[src/rtl/ahb_pkg.sv]
// Shared AHB definitions: transfer types, response codes and the slave controller FSM states.
package ahb_pkg;

    typedef enum logic [1:0] {
        HTRANS_IDLE   = 2'b00,
        HTRANS_BUSY   = 2'b01,
        HTRANS_NONSEQ = 2'b10,
        HTRANS_SEQ    = 2'b11
    } htrans_t;

    localparam logic HRESP_OKAY  = 1'b0;
    localparam logic HRESP_ERROR = 1'b1;

    typedef enum logic [2:0] {
        StIdle,
        StWait,
        StData,
        StErr1,
        StErr2
    } state_t;

    localparam int unsigned WaitCntW = 3;

    // Only byte reads of the four registers at haddr[3:2] == 0 are supported.
    function automatic logic is_err_xfer(input logic       write,
                                         input logic [2:0] size,
                                         input logic [3:0] addr);
        return write || (size != 3'd0) || (addr[3:2] != 2'd0);
    endfunction

endpackage

[src/rtl/ahb_wait_counter.sv]
// Data-phase wait-state counter: loadable down-counter with a flag on its final wait cycle.
module ahb_wait_counter #(
    parameter int unsigned Width = 3
) (
    input  logic             clk_i,
    input  logic             rst_ni,
    input  logic             load_i,
    input  logic [Width-1:0] load_val_i,
    input  logic             dec_i,
    output logic             last_o
);

    logic [Width-1:0] cnt_q, cnt_d;

    always_comb begin
        cnt_d = cnt_q;
        if (load_i) begin
            cnt_d = load_val_i;
        end else if (dec_i && (cnt_q != '0)) begin
            cnt_d = cnt_q - 1'b1;
        end
    end

    always_ff @(posedge clk_i or negedge rst_ni) begin
        if (!rst_ni) begin
            cnt_q <= '0;
        end else begin
            cnt_q <= cnt_d;
        end
    end

    assign last_o = (cnt_q == Width'(1));

endmodule

[src/rtl/ahb_slave_ctrl.sv]
// AHB-Lite slave control path for a four-register read-only block: wait states,
// two-cycle ERROR responses and a saturating error counter.
module ahb_slave_ctrl
    import ahb_pkg::*;
#(
    parameter int unsigned WAIT_STATES = 1
) (
    input  logic       hclk,
    input  logic       hreset_n,
    input  logic       hsel_x,
    input  logic       hready,
    input  logic [1:0] htrans,
    input  logic       hwrite,
    input  logic [3:0] haddr,
    input  logic [2:0] hsize,
    output logic       hreadyout,
    output logic       hresp,
    output logic [1:0] read_select,
    output logic       rd_en,
    output logic [7:0] err_count
);

    state_t     state_q, state_d;
    logic [1:0] sel_q, sel_d;
    logic [7:0] err_q, err_d;
    htrans_t    trans_type;
    logic       addr_phase_ok;
    logic       accept;
    logic       xfer_err;
    logic       cnt_load;
    logic       cnt_dec;
    logic       cnt_last;

    assign trans_type = htrans_t'(htrans);

    // Address phases are only taken while this slave is driving hreadyout high.
    assign addr_phase_ok = (state_q == StIdle) || (state_q == StData) || (state_q == StErr2);
    assign accept        = addr_phase_ok && hsel_x && hready &&
                           ((trans_type == HTRANS_NONSEQ) || (trans_type == HTRANS_SEQ));
    assign xfer_err      = is_err_xfer(hwrite, hsize, haddr);

    ahb_wait_counter #(
        .Width (WaitCntW)
    ) u_wait_counter (
        .clk_i      (hclk),
        .rst_ni     (hreset_n),
        .load_i     (cnt_load),
        .load_val_i (WaitCntW'(WAIT_STATES)),
        .dec_i      (cnt_dec),
        .last_o     (cnt_last)
    );

    always_comb begin
        state_d  = state_q;
        cnt_load = 1'b0;
        cnt_dec  = 1'b0;
        case (state_q)
            StWait: begin
                cnt_dec = 1'b1;
                if (cnt_last) begin
                    state_d = StData;
                end
            end
            StErr1: begin
                state_d = StErr2;
            end
            default: begin
                state_d = StIdle;
                if (accept) begin
                    if (xfer_err) begin
                        state_d = StErr1;
                    end else if (WAIT_STATES == 0) begin
                        state_d = StData;
                    end else begin
                        state_d  = StWait;
                        cnt_load = 1'b1;
                    end
                end
            end
        endcase
    end

    always_comb begin
        sel_d = sel_q;
        err_d = err_q;
        if (accept) begin
            sel_d = haddr[1:0];
        end
        if (accept && xfer_err && (err_q != 8'hFF)) begin
            err_d = err_q + 8'd1;
        end
    end

    always_ff @(posedge hclk or negedge hreset_n) begin
        if (!hreset_n) begin
            state_q <= StIdle;
            sel_q   <= 2'd0;
            err_q   <= 8'd0;
        end else begin
            state_q <= state_d;
            sel_q   <= sel_d;
            err_q   <= err_d;
        end
    end

    assign hreadyout   = !((state_q == StWait) || (state_q == StErr1));
    assign hresp       = ((state_q == StErr1) || (state_q == StErr2)) ? HRESP_ERROR : HRESP_OKAY;
    assign rd_en       = (state_q == StData);
    assign read_select = sel_q;
    assign err_count   = err_q;

endmodule
[config.mk]
export PLATFORM = sky130hd
export DESIGN_NAME = ahb_slave_ctrl
export DESIGN_NICKNAME = d
export VERILOG_FILES = /design/src/rtl/ahb_pkg.sv /design/src/rtl/ahb_wait_counter.sv /design/src/rtl/ahb_slave_ctrl.sv
export SDC_FILE = /design/constraint.sdc
export NUM_CORES = 1
export LEC_CHECK = 0
export CAP_MARGIN = 0
export CELL_PAD_IN_SITES_DETAIL_PLACEMENT = 0
export CELL_PAD_IN_SITES_GLOBAL_PLACEMENT = 1
export CORE_MARGIN = 2
export CORE_UTILIZATION = 38
export CTS_BUF_LIST = sky130_fd_sc_hd__clkbuf_8
export CTS_CLUSTER_SIZE = 12
export DETAILED_ROUTE_END_ITERATION = 7
export PLACE_DENSITY = 0.95
export SLEW_MARGIN = 20
export SYNTH_ARGS = -nofsm -noshare
export SYNTH_HDL_FRONTEND = slang
export SYNTH_SLANG_ARGS = --single-unit
export TNS_END_PERCENT = 10
[constraint.sdc]
create_clock -name hclk -period 3.1 [get_ports hclk]
set_input_delay 0.465 -clock hclk [delete_from_list [all_inputs] [get_ports hclk]]
set_output_delay 0.465 -clock hclk [all_outputs]
set_load 0.05 [all_outputs]
After elaboration in Yosys (flattened, before gate mapping)
Index checks and enable logic that the tools add are counted.
Widths: inputs -> output; s select.
- add/subtract/negate cells: 2
- muxes and demuxes: 11
- eq/ne operators: 9
- shifts and indexed selects: 0
- $lt $le $gt $ge: 0
- bitwise gates (word level): 0
- $mul: 0
- div/mod/pow operators: 0
- reduce and logical (&&, ||, !) cells: 20
- operators with widths (cell ; count):
    $mux 3 ; 3
    $add 8x1->8 const B ; 1
    $ne 8x8->1 const B ; 1
    $logic_or 1x1->1 ; 7
    $eq 3x1->1 const B ; 2
    $eq 3x2->1 const B ; 2
    $logic_and 1x1->1 ; 6
    $pmux 3 s2 ; 1
    $reduce_bool 3->1 ; 2
    $mux 1 ; 5
    $eq 2x2->1 const B ; 2
    $mux 2 ; 2
    $reduce_bool 2->1 ; 2
    $eq 3x3->1 const B ; 1
    $logic_not 3->1 ; 1
    $sub 3x1->3 const B ; 1
    $ne 2x2->1 const B ; 1
    $reduce_or 2->1 ; 1
    $logic_not 1->1 ; 1
- output and inout port bits: 13
- bits in read-only memories: 0
- latch bits: 0
- flip-flop bits (word level): 16
- input port bits: 14
- word-level logic and storage cells: 46
- RAM bits: 0
- memories kept: 0

Longest topological paths before layout
Gate-level depths: netlist (run 1).
- depth after elaboration: 9
- mapped depth: 6

By module
From an unflattened synthesis (run 1), not the netlist that was laid out.
- cell total of the unflattened synthesis: 84
- area total of the unflattened synthesis: 883.3 sq um
- by module, submodules not included (module ; cells an instance ; sequential area each (sq um) ; instances ; area each (sq um)):
    ahb_slave_ctrl ; 60 ; 325.3 ; 1 ; 661.9
    ahb_wait_counter ; 24 ; 75.1 ; 1 ; 221.5

Worst setup path after synthesis (run 1)
No wires, ideal clock.
- path type: flip-flop to output port
- start point: register state_q[2]
- end point: output rd_en
- arrival: 1.569 ns
- path slack: 1.066 ns
- required time: 2.635 ns
- stages on the path, launching flop included: 2
- path through: dfrtp_1 nor3b_1
- cells in the longest elaborated chain, start to end: 1
- RTL lines (what ; RTL line ; RTL):
    start: declaration ; ahb_slave_ctrl.sv:23 ; state_t state_q, state_d;
    start signal: assignment ; ahb_slave_ctrl.sv:96 ; state_q <= StIdle;
    start signal: assignment ; ahb_slave_ctrl.sv:100 ; state_q <= state_d;
    $eq 3x2->1 ; ahb_slave_ctrl.sv:108 ; assign rd_en = (state_q == StData);
    end: declaration ; ahb_slave_ctrl.sv:19 ; output logic rd_en,
No other way between the ends.

Worst setup path in the final report (run 1)
- start point: register state_q[2]
- end point: output hresp
- cells in the longest elaborated chain, start to end: 3
- elaborated cells on any way between the ends: 4
- RTL lines (what ; RTL line ; RTL):
    $eq 3x2->1 / $eq 3x3->1 (equally long branches) ; ahb_slave_ctrl.sv:107 ; assign hresp = ((state_q == StErr1) || (state_q == StErr2)) ? HRESP_ERROR : HRESP_OKAY;
    $logic_or 1x1->1 * ; ahb_slave_ctrl.sv:107 ;
    $mux 1 * ; ahb_slave_ctrl.sv:107 ;
    end: declaration ; ahb_slave_ctrl.sv:17 ; output logic hresp,
Every way passes the cells marked *; elsewhere a longest branch is shown, timed or not.

==> flow_summary.json, run 1 <==
{
  "worst_pin_slew_ns": 0.723,
  "whs_endpoint": "read_select[1]",
  "num_antenna_cells": 0,
  "syn_inst": 74,
  "yosys_warnings": 0,
  "critPathMaxFanout": 5,
  "cts_max_path_buffers": 2,
  "cp_top_family": "buffers and inverters",
  "first_pass_iters": 4,
  "synth-seq-cells": 16,
  "synthSimpleGateAreaFrac": 0.234,
  "r2r-end": "err_count[1]",
  "r2r-start": "state_q[0]",
  "tritoncts": "built",
  "slew_viol_final": 0,
  "cts_root_buf": "clkbuf_8",
  "start_kind": "register",
  "synth_compound_area_frac": 0.0853,
  "wl_mm": 1.69,
  "drc": 0,
  "cts.sinks": 16,
  "ant_nets": 0,
  "max_clock_freq_ghz": 0.427,
  "synth_area_leaders": "dfrtp_1, ha_1, and3_1",
  "core-area_um2": 2170,
  "area_delta_synth_final_pct": 38.4,
  "avgViaCountPerCell": 5.11,
  "arrival_ns": 1.88,
  "drive_gt1_frac": 0.108,
  "gr-usage-all-layers": 0.151,
  "comb_power_share": 0.522,
  "fin_cells": 130,
  "fp.dieH_um": 51.3,
  "grt_overflow": 0,
  "drt_iter0_markers": 10,
  "power_density_nw_per_um2": 873,
  "num_vias": 664,
  "hold_class": "register to register",
  "cp-end-kind": "primary output",
  "ys_types": 31,
  "hold_path_depth": 1,
  "vdd_ir_drop_max_uv": 453,
  "netlist.area_leader.share": 0.471,
  "num_rows": 17,
  "port_buffers": 25,
  "yosysTopAreaCell": "dfrtp_1",
  "grt_pass1_vias": 689,
  "hold_start": "read_select[1]",
  "cap_viol_max_count": 0,
  "dieWidth_um": 51.3,
  "wl_per_cell_um": 13.0,
  "hold_buffers": 0,
  "rsz0062_at_grt": "no",
  "p_sw_w": 0.000447,
  "max-slew-margin-rel": 0.517,
  "gp_congestion": 0.760,
  "synth-edff-count": 0,
  "p_int_w": 0.000581,
  "required_ns": 2.63,
  "grt_max_degree": 17,
  "worstSetupPathType": "register to primary output",
  "r2r_slack_ns": 1.32,
  "r2r_cells": 4,
  "start_util": 0.392,
  "seq_area_frac_synth": 0.471,
  "clkTransAtPathRegs_ns": 0.06,
  "p_leak_nw": 0.531,
  "slowest_stage": "clkdlybuf4s50_1",
  "switching_share": 0.435,
  "fin_crit_sh": 0.756,
  "synth_top_family_by_area": "simple AND/OR/NAND/NOR gates",
  "postCtsSetupRepairBufs": 0,
  "synthMuxAreaShare": 0.0691,
  "dieArea_um2": 2630,
  "setup_viol": 0,
  "path_cells": "nor2b_1 -> and2_1 -> a21o_1 -> clkdlybuf4s50_1",
  "htreeDepth": 1,
  "hold_viol_final": 0,
  "nets": 122,
  "dpl.hpwl_mm": 1.32,
  "syn-num-nets": 92,
  "cts-resized-gates": 0,
  "synth_adder_area_share": 0.0588,
  "path_buf_inv": 1,
  "syn_area_per_cell_um2": 11.5,
  "run_status": "finished, final reports clean",
  "synthArstFlopShare": 1.00,
  "grt_pass1_wl_mm": 2.89,
  "netlist_area_um2": 851,
  "finalSetupTns_ns": 0,
  "synthXorXnorAreaFrac": 0.0515,
  "io_pins": 27,
  "synth-main-ff-cell": "dfrtp_1",
  "p_seq_frac": 0.329,
  "cpPeakStageDelay_ns": 0.80,
  "numCtsBuffers": 3,
  "clock_skew_ns": 0.00349,
  "pwr-share-clk": 0.149,
  "period_minus_slack_ns": 2.34,
  "clk_latency_ns": 0.25,
  "antenna_found_initial": 0,
  "dp_cells": 127,
  "fillCellCount": 200
}
## power groups by stage
stage	Clock (W)	Combinational, W	Sequential (W)
4_1_cts	0.000161	0.000543	0.000339
6_report	0.000153	0.000537	0.000338
5_1_grt	0.000169	0.000583	0.000350
2_1_floorplan	0	0.000243	0.000469
3_5_place_dp	0	0.000541	0.000343
3_3_place_gp	0	0.000527	0.000338
## flip-flops by register name, summed over array words and instances, names as in the netlist
name and cells:
u_wait_counter.cnt_q 3, state_q 3, err_count 8, read_select 2
## cell usage after synthesis, types with 2 or more instances
cell type / count
dfrtp_1: 16
and3_1: 6
a31oi_1: 4
ha_1: 4
inv_1: 4
xnor2_1: 4
mux2_1: 3
nand4_1: 3
a21o_1: 2
a21oi_1: 2
and2_1: 2
nand2_1: 2
nand3_1: 2
nor2_1: 2
nor3b_1: 2
## per-layer routing
metal,wire length (um),vias up,share of wire,track usage
li1,-,323,-,-
met5,0,-,0,0
met4,40,0,0.024,0.0789
met1,742,314,0.44,0.176
met2,804,22,0.48,0.242
met3,105,5,0.062,0.0556
## cell usage in the layout, fill, tap and decap left out
master	netlist	final
inv_1	4	4
nand2_1	2	2
a31oi_1	4	4
o21ai_1	1	1
mux2_1	3	3
nand2_2	1	1
xnor2_1	4	4
clkdlybuf4s50_1	0	25
inv_2	1	1
o21a_1	1	1
a21o_1	2	2
nor3b_1	2	2
nor4_4	1	1
nand3_1	2	2
and3_4	1	1
nor2_1	2	2
nand3_4	1	1
nand4b_1	1	1
ha_1	4	4
nand2b_1	1	1
and3_1	6	6
nor2b_1	1	1
nand4_1	3	3
and2_1	2	2
buf_4	1	1
a21oi_1	2	2
clkbuf_8	0	3
mux2_4	1	1
nor3b_2	1	1
a32o_1	1	1
xor2_1	1	1
mux2i_1	1	1
dfrtp_1	16	16
## cell families (layout without fill, tap and decap cells)
kind of cell | Yosys count | after routing
AO/OA/AOI/OAI | 11 | 11
XOR/XNOR | 5 | 5
adder cells (fa/ha/maj) | 4 | 4
buffers and inverters | 6 | 34
flip-flops | 16 | 16
multiplexers | 5 | 5
AND/OR/NAND/NOR | 27 | 27
## area by class of cell
type / count / area (um^2) / share of cell area
timing repair buffer: 26 / 258 / 0.219
multi-input combinational: 52 / 424 / 0.360
clock buffer: 3 / 41.3 / 0.0351
inverter: 5 / 18.8 / 0.0159
tap: 28 / 35.0 / 0.0298
sequential: 16 / 400 / 0.340
## per-stage QoR
| stage | hold slack (ns) | utilization | instance area [um^2] | total power, W | setup slack, ns |
|---|---|---|---|---|---|
| after CTS | 0.506 | 0.543 | 1180 | 0.00104 | 0.730 |
| final | 0.502 | 0.543 | 1180 | 0.00103 | 0.758 |
| after floorplan | 0.169 | - | 851 | 0.000712 | 1.07 |
| after detailed placement | 0.490 | 0.524 | 1140 | 0.000884 | 0.878 |
| after global placement | 0.473 | 0.524 | 1140 | 0.000865 | 0.883 |
| after global routing | 0.516 | 0.543 | 1180 | 0.00110 | 0.641 |
## worst reg2reg max path, stage by stage (launching register included)
cell and delay, ns:
dfrtp_1 0.40, nand4b_1 0.18, a21oi_1 0.46, and3_4 0.33, mux2_4 0.30
## how the worst max path moves through the flow
stage / start / end / slack [ns] / cells after the start
detailed placement: htrans[1] / err_count[1] / 0.88 / 5
global placement: htrans[1] / err_count[1] / 0.88 / 5
global route: state_q[2] / hresp / 0.64 / 4
finish: state_q[2] / hresp / 0.76 / 4
CTS: state_q[2] / hresp / 0.73 / 4
floorplan: state_q[2] / rd_en / 1.07 / 1
No activity file was read; power rests on OpenSTA's default activity.
==> inputs of run 2 (changes only) <==
--- a/config.mk
+++ b/config.mk
@@ -9,11 +9,11 @@
 export CELL_PAD_IN_SITES_DETAIL_PLACEMENT = 0
 export CELL_PAD_IN_SITES_GLOBAL_PLACEMENT = 1
 export CORE_MARGIN = 2
-export CORE_UTILIZATION = 38
+export CORE_UTILIZATION = 33
 export CTS_BUF_LIST = sky130_fd_sc_hd__clkbuf_8
 export CTS_CLUSTER_SIZE = 12
 export DETAILED_ROUTE_END_ITERATION = 7
-export PLACE_DENSITY = 0.95
+export PLACE_DENSITY = 0.9
 export SLEW_MARGIN = 20
 export SYNTH_ARGS = -nofsm -noshare
 export SYNTH_HDL_FRONTEND = slang
==> constraint.sdc (replaced) <==
create_clock -name hclk -period 2 [get_ports hclk]
set_input_delay 0.3 -clock hclk [delete_from_list [all_inputs] [get_ports hclk]]
set_output_delay 0.3 -clock hclk [all_outputs]
set_load 0.05 [all_outputs]
==> run 2 against run 1 <==
- clock power rose by 90%
- non-clock buffer count rose by 3
- combinational power rose by 57%
- sequential power rose by 55%
- via count rose by 3.6%
- design area rose by 3.7%
- clock skew fell by 0.0018 ns
- cell count rose by 4.6%
- core utilization fell by 4.5 points
- critical path type unchanged
- largest cell class unchanged
==> flow_summary.json, run 2 (synthesis results as in run 1) <==
{
  "arrival_ns": 1.52,
  "cp-end-kind": "primary output",
  "r2r_slack_ns": 0.35,
  "path_cells": "clkdlybuf4s50_1",
  "hold_buffers": 0,
  "cap_viol_max_count": 0,
  "nets": 125,
  "clkTransAtPathRegs_ns": 0.07,
  "dpl.hpwl_mm": 1.24,
  "grt_pass1_vias": 633,
  "cts.sinks": 16,
  "max-slew-margin-rel": 0.662,
  "seqCellArea_um2": 400,
  "clock_skew_ns": 0.00172,
  "dp_slack_ns": 0.166,
  "hold_class": "input port to asynchronous set/reset pin",
  "ant_nets": 0,
  "path_buf_inv": 1,
  "final_cell_mix": "clkdlybuf4s50_1, dfrtp_1, and3_1, buf_4",
  "fp.dieH_um": 54.8,
  "rsz0062_at_grt": "no",
  "num_vias": 688,
  "drc": 0,
  "max_clock_freq_ghz": 0.548,
  "fin_crit_sh": 0.912,
  "area_delta_synth_final_pct": 43.5,
  "dieArea_um2": 3000,
  "gr-usage-all-layers": 0.125,
  "clk_latency_ns": 0.25,
  "fillCellCount": 246,
  "wl_per_cell_um": 12.3,
  "slowest_stage": "clkdlybuf4s50_1",
  "htreeDepth": 1,
  "port_buffers": 25,
  "p_leak_nw": 0.559,
  "num_antenna_cells": 0,
  "grt_max_degree": 17,
  "largest_register_ffs": 8,
  "cp_top_family": "buffers and inverters",
  "worst_pin_slew_ns": 0.505,
  "cts-resized-gates": 0,
  "power_density_nw_per_um2": 1360,
  "core-area_um2": 2450,
  "wl_mm": 1.68,
  "hold_viol_final": 0,
  "numCtsBuffers": 3,
  "grt_overflow": 0,
  "required_ns": 1.70,
  "multi_input_comb_area_um2": 424,
  "crit_cells": 1,
  "grt_pass1_wl_mm": 2.57,
  "dieWidth_um": 54.8,
  "cts_root_buf": "clkbuf_8",
  "final_common_cell": "clkdlybuf4s50_1",
  "gp_congestion": 0.778,
  "setup_viol": 0,
  "worstSetupPathType": "register to primary output",
  "r2r-start": "err_count[0]",
  "r2r_cells": 5,
  "drive_gt1_frac": 0.170,
  "vdd_ir_drop_max_uv": 906,
  "finalWorstSetupSlack_ns": 0.176,
  "critPathMaxFanout": 4,
  "avgViaCountPerCell": 5.06,
  "cts_max_path_buffers": 2,
  "num_rows": 18,
  "postCtsSetupRepairBufs": 0,
  "antenna_found_initial": 0,
  "r2r-end": "err_count[1]",
  "drt_iter0_markers": 6,
  "first_pass_iters": 4,
  "tritoncts": "built",
  "finalSetupTns_ns": 0,
  "io_pins": 27,
  "cpPeakStageDelay_ns": 0.83,
  "start_kind": "register",
  "period_minus_slack_ns": 1.82,
  "run_status": "finished, final reports clean",
  "slew_viol_final": 0,
  "start_util": 0.347
}
==> run 2: power breakdown <==
part / total [W] / leakage [nW] / switching [W] / internal [W]
combinational: 0.000842 / 0.326 / 0.000501 / 0.000341
clock: 0.000291 / 0.0288 / 0.000116 / 0.000175
sequential: 0.000523 / 0.204 / 0.0000894 / 0.000434
==> run 2: per-stage QoR <==
step / instance area, um^2 / utilization / hold WS, ns / std cells / power [W]
floorplan: 851 / - / 0.00441 / 74 / 0.00110
global placement: 1170 / 0.475 / 0.470 / 132 / 0.00135
detailed placement: 1170 / 0.475 / 0.476 / 132 / 0.00137
CTS: 1220 / 0.497 / 0.365 / 136 / 0.00168
global route: 1220 / 0.497 / 0.377 / 136 / 0.00176
finish: 1220 / 0.497 / 0.359 / 136 / 0.00166
==> run 2: layout make-up <==
cell class / instances / share of cell area
clock buffers: 4 / 0.0451
multi-input cells: 52 / 0.347
flip-flops and latches: 16 / 0.328
repair buffers: 29 / 0.234
inverters: 5 / 0.0154
well taps: 30 / 0.0307
==> run 2: worst reg2reg max path: stages (launching register included) <==
cell and delay [ns]:
dfrtp_1 0.42, ha_1 0.25, and3_1 0.25, nand3_4 0.11, and3_4 0.22, mux2_4 0.30
==> run 2: how the worst max path moves through the flow <==
stage / to / from
2_1_floorplan: err_count[1] / err_count[0]
3_3_place_gp: err_count[1] / htrans[1]
3_5_place_dp: err_count[1] / htrans[1]
4_1_cts: err_count[7] / err_count[7]
5_1_grt: err_count[4] / err_count[4]
6_report: err_count[7] / err_count[7]
==> run 2: per-layer routing <==
metal / GRT usage / wire length [um] / up-vias
li1: - / - / 330
met1: 0.152 / 766 / 325
met2: 0.190 / 771 / 30
met3: 0.0410 / 112 / 3
met4: 0.0750 / 28 / 0
met5: 0 / 0 / -
